==> config.mk <==
export PLATFORM = sky130hd
export DESIGN_NAME = clockworks
export DESIGN_NICKNAME = d
export VERILOG_FILES = /design/src/rtl/reset_stretcher.sv /design/src/rtl/clockworks.sv
export SDC_FILE = /design/constraint.sdc
export NUM_CORES = 1
export LEC_CHECK = 0
export BUFFER_PORTS_ARGS = -buffer_cell sky130_fd_sc_hd__buf_4
export CAP_MARGIN = 40
export CORE_AREA = 5 5 42 44
export DETAILED_ROUTE_END_ITERATION = 10
export DIE_AREA = 0 0 47 49
export PLACE_DENSITY_LB_ADDON = 0.12
export SYNTH_ARGS = -nofsm -noshare
export SYNTH_HDL_FRONTEND = slang
export SYNTH_SLANG_ARGS = --single-unit
==> constraint.sdc <==
create_clock -name clock_in -period 3.2 [get_ports clock_in]
set_clock_uncertainty 0.05 [all_clocks]
set_input_delay 0.96 -clock clock_in [delete_from_list [all_inputs] [get_ports clock_in]]
set_output_delay 0.96 -clock clock_in [all_outputs]
set_load 0.01 [all_outputs]
==> src/rtl/reset_stretcher.sv <==
// rtl/reset_stretcher.sv - holds reset_out high for RESET_CYCLES clock_in edges after reset is released.
module reset_stretcher #(
  parameter int RESET_CYCLES = 16
) (
  input  logic clock_in,
  input  logic reset,
  output logic reset_out
);

  localparam int W = $clog2(RESET_CYCLES + 1);
  localparam logic [W-1:0] LOAD = W'(RESET_CYCLES);

  // Initial values make the block self-reset after FPGA configuration.
  logic [W-1:0] rcnt = LOAD;
  logic         reset_q = 1'b1;

  always_ff @(posedge clock_in) begin
    reset_q <= reset | (rcnt != '0);
    if (reset) begin
      rcnt <= LOAD;
    end else if (rcnt != '0) begin
      rcnt <= rcnt - 1'b1;
    end
  end

  assign reset_out = reset_q;

endmodule

==> src/rtl/clockworks.sv <==
// rtl/clockworks.sv - divides clock_in by 2^SLOW, emits a per-period tick and a stretched reset.
module clockworks #(
  parameter int SLOW         = 0,
  parameter int RESET_CYCLES = 16
) (
  input  logic clock_in,
  input  logic RESET,
  output logic clock_out,
  output logic tick,
  output logic reset_out
);

  generate
    if (SLOW == 0) begin : g_bypass
      assign clock_out = clock_in;
      assign tick      = 1'b1;
    end else begin : g_div
      localparam logic [SLOW-1:0] TICK_AT = SLOW'((64'd1 << (SLOW - 1)) - 64'd1);

      logic [SLOW-1:0] div = '0;

      always_ff @(posedge clock_in) begin
        if (RESET) begin
          div <= '0;
        end else begin
          div <= div + 1'b1;
        end
      end

      // Straight from the flop MSB so the divided clock cannot glitch.
      assign clock_out = div[SLOW-1];
      assign tick      = (div == TICK_AT);
    end
  endgenerate

  reset_stretcher #(
    .RESET_CYCLES(RESET_CYCLES)
  ) u_reset_stretcher (
    .clock_in (clock_in),
    .reset    (RESET),
    .reset_out(reset_out)
  );

endmodule

==> results.cfg, run 1 <==
[final_layout]
final_util = 0.269
finalInstanceArea_um2 = 377
fillers = 165
drive_above_1_share = 0.351
multi_input_area_um2 = 161
seqCellArea_um2 = 120
diodes = 0
fin_nets = 43
area_growth_pct = 22.4

[floorplan]
row_count = 14
io_pins = 5
fp.dieH_um = 49
core_mm2 = 0.00140
die_x_um = 47
die_area_mm2 = 0.00230
initial_utilization = 0.220

[worst_setup_path]
cp_common_cell = clkbuf_4
worstPathArrival_ns = 1.96
critPathKind = clk2out
cpPeakStageDelay_ns = 0.13
r2r-start = u_reset_stretcher.rcnt[0]
required_ns = 2.19
ff2ff_path_depth = 4
cp_cell_sequence = clkbuf_4 -> clkbuf_4 -> buf_4
critical_path.max_fanout = 2
critPathSlowestCell = buf_4
cp-start-kind = clock port
timing.rr.end = u_reset_stretcher.rcnt[1]
endpoint_kind = output pin
crit_start = clock_in
rrSetupSlack_ns = 1.61
crit_end = clock_out

[sta]
rsz0062_at_grt = false
setup_viol = 0
holdWs_ns = 0.480
tightest_slew_ns = 0.516
maxSlewViolCount = 0
finalSetupTns_ns = 0
relSlewSlack = 0.655
hold_viol = 0

[grt]
antenna_found_initial = 0
top_usage_layer = met4
grt_pass1_wl_um = 959
grt_util_met3 = 0.0517
met1_usage = 0.0617
grt_pass1_vias = 245
overflow = 0
grt_max_degree = 10
groute.usage.overall = 0.0684
met2_usage = 0.0747

[clocking]
worstSkewPairLatency_ns = 0.35
cts_resized = 0
postCtsSetupBuffers = 0
cts_hold_buf = 0
tritoncts = yes
cts.clk_slew.worst_paths_ns = 0.05

[drt]
drc = 0
wl_um = 592
ant_nets = 0
drtIter0Drc = 10
first_pass_iters = 4
vias_per_cell = 4.38
post_drt_wl_per_cell_um = 11.2
vias = 232

[placement]
placed_area_um2 = 332
hpwlAfterDp_um = 410
gp_congestion = 0.711
io_buffer_count = 3

[synthesis]
synth.distinct_cells = 19
syn_avg_cell_area_um2 = 9.93
synth_warnings = 0
synth_area_leaders = dfxtp_1 39%, ha_1 8.1%, mux2_2 7.3%, buf_4 4.9%, nor4b_2 4.9%
yosysSeqAreaShare = 0.390
synth_seq_cells = 6
synth.largest_area_cell = dfxtp_1
yosysTopAreaCellShare = 0.390
syn_area_um2 = 308
syn_nets = 35
synthCells = 31

[power_and_ir_drop]
cellPowerDensity_mw_per_mm2 = 1060
swShare = 0.329
p_clk_frac = 0.382
combPwrFrac = 0.276
peakVddDrop_mv = 0.280
seq_power_share = 0.342
p_leak_nw = 0.156
p_int_mw = 0.268
switching_power_mw = 0.131

[job]
maxCapViolCount = 0

[status]
status = completed

[min_path]
hold_path_startpoint = u_reset_stretcher.rcnt[3]
hp-class = reg2reg
## through the flow
step	worst slack (ns)	total power [mW]	std cells
after floorplan	0.471	0.247	31
after global placement	0.471	0.270	47
after detailed placement	0.471	0.273	47
after CTS	0.213	0.405	53
after global routing	0.207	0.428	53
final	0.226	0.399	53
## cell usage after synthesis
cell      count
a211oi_1      1
buf_4         2
clkbuf_1      1
conb_1        1
dfxtp_1       6
ha_1          2
inv_1         2
mux2_2        2
mux2i_1       1
nor2_1        3
nor2b_1       2
nor3_1        1
nor3b_1       1
nor4b_2       1
o21ba_2       1
o31ai_1       1
or2b_1        1
or4_1         1
xnor2_1       1
## metal layers
metal	share of wire	vias up
met3	0.081	2
met2	0.47	10
met4	0.024	0
met5	0	-
met1	0.43	104
li1	-	116
## placed cells by master, fill, tap and decap left out
cell type  instances
mux2i_1            1
nor2b_1            2
or4_1              1
nor4b_2            1
xnor2_1            1
inv_1              2
mux2_2             2
nor2_1             3
clkbuf_4           6
conb_1             1
nor3_1             1
buf_4              3
or2b_1             1
nor3b_1            1
o31ai_1            1
o21ba_2            1
dfxtp_1            6
ha_1               2
a211oi_1           1
## registers in the layout, summed over array words and instances, names as in the netlist
name / count
u_reset_stretcher.rcnt: 5
u_reset_stretcher.reset_out: 1
## kinds of logic after synthesis
kind of cell,synth area share
fa+ha+maj,0.0813
simple gates,0.215
mux,0.106
other cells,0.0122
compound gates,0.0813
buf+inv,0.0853
flops,0.390
xor+xnor,0.0285
## critical path, delay by kind of cell
family,cells,cell delay (ns)
buf+inv,3,0.36
## area by class of cell
type	count	area share
inverters	2	0.0199
repair buffers	2	0.0399
flip-flops and latches	6	0.319
multi-input cells	20	0.429
clock buffers	7	0.140
well taps	16	0.0532
## worst min-delay path by stage
stage                                           end  slack (ns)  depth (start not counted)
after floorplan           u_reset_stretcher.rcnt[3]        0.44                          2
after global placement    u_reset_stretcher.rcnt[3]        0.47                          2
after detailed placement  u_reset_stretcher.rcnt[3]        0.47                          2
after CTS                 u_reset_stretcher.rcnt[3]        0.48                          2
after global routing      u_reset_stretcher.rcnt[3]        0.50                          2
final                     u_reset_stretcher.rcnt[3]        0.48                          2
## power groups by stage
stage               registers, mW  clock network (mW)  logic [mW]
finish                      0.136               0.152       0.110
CTS                         0.136               0.158       0.111
global placement            0.137              0.0257       0.107
detailed placement          0.136              0.0257       0.111
global route                0.140               0.169       0.119
floorplan                   0.129              0.0257      0.0922
No activity file was read; power rests on OpenSTA's default activity.
==> inputs of run 2 (changes only) <==
--- a/config.mk
+++ b/config.mk
@@ -5,6 +5,7 @@
 export SDC_FILE = /design/constraint.sdc
 export NUM_CORES = 1
 export LEC_CHECK = 0
+export ABC_AREA = 1
 export BUFFER_PORTS_ARGS = -buffer_cell sky130_fd_sc_hd__buf_4
 export CAP_MARGIN = 40
 export CORE_AREA = 5 5 42 44
==> results.cfg, run 2 <==
[floorplan]
row_count = 14
fp.dieH_um = 49
die_x_um = 47
initial_utilization = 0.223
core_mm2 = 0.00140
io_pins = 5
die_area_mm2 = 0.00230

[power_and_ir_drop]
combPwrFrac = 0.342
peakVddDrop_mv = 0.333
power.total_mw = 0.437
p_leak_nw = 0.188
p_clk_frac = 0.348
cellPowerDensity_mw_per_mm2 = 1130
seq_power_share = 0.310
swShare = 0.384
switching_power_mw = 0.168
p_int_mw = 0.269

[placement]
io_buffer_count = 3
placed_area_um2 = 340
dpl.cell_count = 57
dp_worst_setup_slack_ns = 0.471
hpwlAfterDp_um = 435
gp_congestion = 0.788

[synthesis]
syn_avg_cell_area_um2 = 7.82
yosysSeqAreaShare = 0.384
syn_area_um2 = 313
synth_ff_type = dfxtp_1
synth_warnings = 0
synthTopCellsByCount = 8 x nand2_1, 6 x dfxtp_1, 5 x inv_1
synth.largest_area_cell = dfxtp_1
synthCells = 40
synth.most_common_cell = nand2_1
synth.distinct_cells = 15
async_flop_share = 0
yosysTopAreaCellShare = 0.384
synth_seq_cells = 6
syn_nets = 44
synth_enable_flop_cells = 0
synth_area_leaders = dfxtp_1 38%, nand2_1 9.6%, ha_1 8.0%, nand3_1 6.4%, inv_1 6.0%

[final_layout]
area_growth_pct = 23.2
fin_nets = 53
finalInstanceArea_um2 = 385
instances_no_fill = 63
multi_input_area_um2 = 159
final_util = 0.275
seqCellArea_um2 = 120
drive_above_1_share = 0.277
regMostFlops = u_reset_stretcher.rcnt
final_cell_mix = 8 x nand2_1, 6 x clkbuf_4, 6 x dfxtp_1
diodes = 0
fillers = 153
layout_commonest_cell = nand2_1
largest_reg_flops = 5

[clocking]
cts.clk_slew.worst_paths_ns = 0.04
cts_resized = 0
cts_hold_buf = 0
tritoncts = yes
postCtsSetupBuffers = 0
worstSkewPairLatency_ns = 0.37

[sta]
maxSlewViolCount = 0
finalSetupTns_ns = 0
setup_viol = 0
rsz0062_at_grt = false
holdWs_ns = 0.442
hold_viol = 0
fin_ws_ns = 0.237

[drt]
ant_nets = 0
drc = 0
post_drt_wl_per_cell_um = 9.56
drtIter0Drc = 5
first_pass_iters = 4
vias = 264
vias_per_cell = 4.19
wl_um = 602

[grt]
antenna_found_initial = 0
groute.usage.overall = 0.0796
overflow = 0
grt_pass1_wl_um = 1060
grt_pass1_vias = 280
grt_max_degree = 8

[worst_setup_path]
worstPathArrival_ns = 1.95
rrSetupSlack_ns = 1.97
critical_path.max_fanout = 2
r2r-start = u_reset_stretcher.rcnt[0]
timing.rr.end = u_reset_stretcher.rcnt[2]
endpoint_kind = output pin
crit_start = clock_in
cp-start-kind = clock port
ff2ff_path_depth = 7
required_ns = 2.19
critPathKind = clk2out

[min_path]
min_to = u_reset_stretcher.rcnt[0]
hold_path_startpoint = u_reset_stretcher.rcnt[0]
hp-class = reg2reg
hold_depth = 2

[status]
status = completed

[job]
maxCapViolCount = 0
## run 2: cell count changes after synthesis, sizes merged, moves of 2 or more
cell    previous run  this run
nand3              0         4
nand3b             0         2
nor2               3         5
mux2               2         0
inv                2         5
nand4              0         2
nor2b              2         0
nand2              0         9
## run 2: how the worst max path moves through the flow
| stage | endpoint | slack [ns] | cells past startpoint |
|---|---|---|---|
| floorplan | clock_out | 0.47 | 1 |
| global placement | clock_out | 0.47 | 1 |
| detailed placement | clock_out | 0.47 | 1 |
| CTS | clock_out | 0.23 | 3 |
| global route | clock_out | 0.23 | 3 |
| finish | clock_out | 0.24 | 3 |
## run 2: layout make-up
type                       count  area share
clock buffer                   7       0.136
multi-input combinational     27       0.412
tap                           16      0.0519
inverter                       5      0.0487
sequential                     6       0.312
timing repair buffer           2      0.0390
## run 2: cell families (layout without fill, tap and decap cells)
kind of cell               after synthesis  count (layout)  synth area share
other                                    1               1            0.0120
DFF                                      6               6             0.384
xor gates and xnor gates                 1               1            0.0280
buffers and inverters                    7              14             0.108
AOI/OAI and AO/OA                        1               1            0.0280
adders and majority gates                2               2            0.0800
and+or+nand+nor                         22              22             0.360
## run 2: worst max-delay path, cell delays in order
cell and delay, ns:
clkbuf_4 0.11, clkbuf_4 0.12, buf_4 0.13
## run 2: power groups by stage
stage | Clock, mW | Sequential [mW] | Combinational, mW
finish | 0.152 | 0.136 | 0.149
detailed placement | 0.0257 | 0.137 | 0.150
floorplan | 0.0257 | 0.132 | 0.125
global placement | 0.0257 | 0.137 | 0.148
CTS | 0.160 | 0.136 | 0.150
global route | 0.163 | 0.140 | 0.175
## run 2: routing by layer
| metal | global-route usage | up-vias | part of all wire |
|---|---|---|---|
| met2 | 0.0837 | 5 | 0.48 |
| li1 | - | 140 | - |
| met4 | 0.194 | 0 | 0.093 |
| met3 | 0.0221 | 6 | 0.028 |
| met1 | 0.0617 | 113 | 0.40 |
| met5 | 0 | - | 0 |
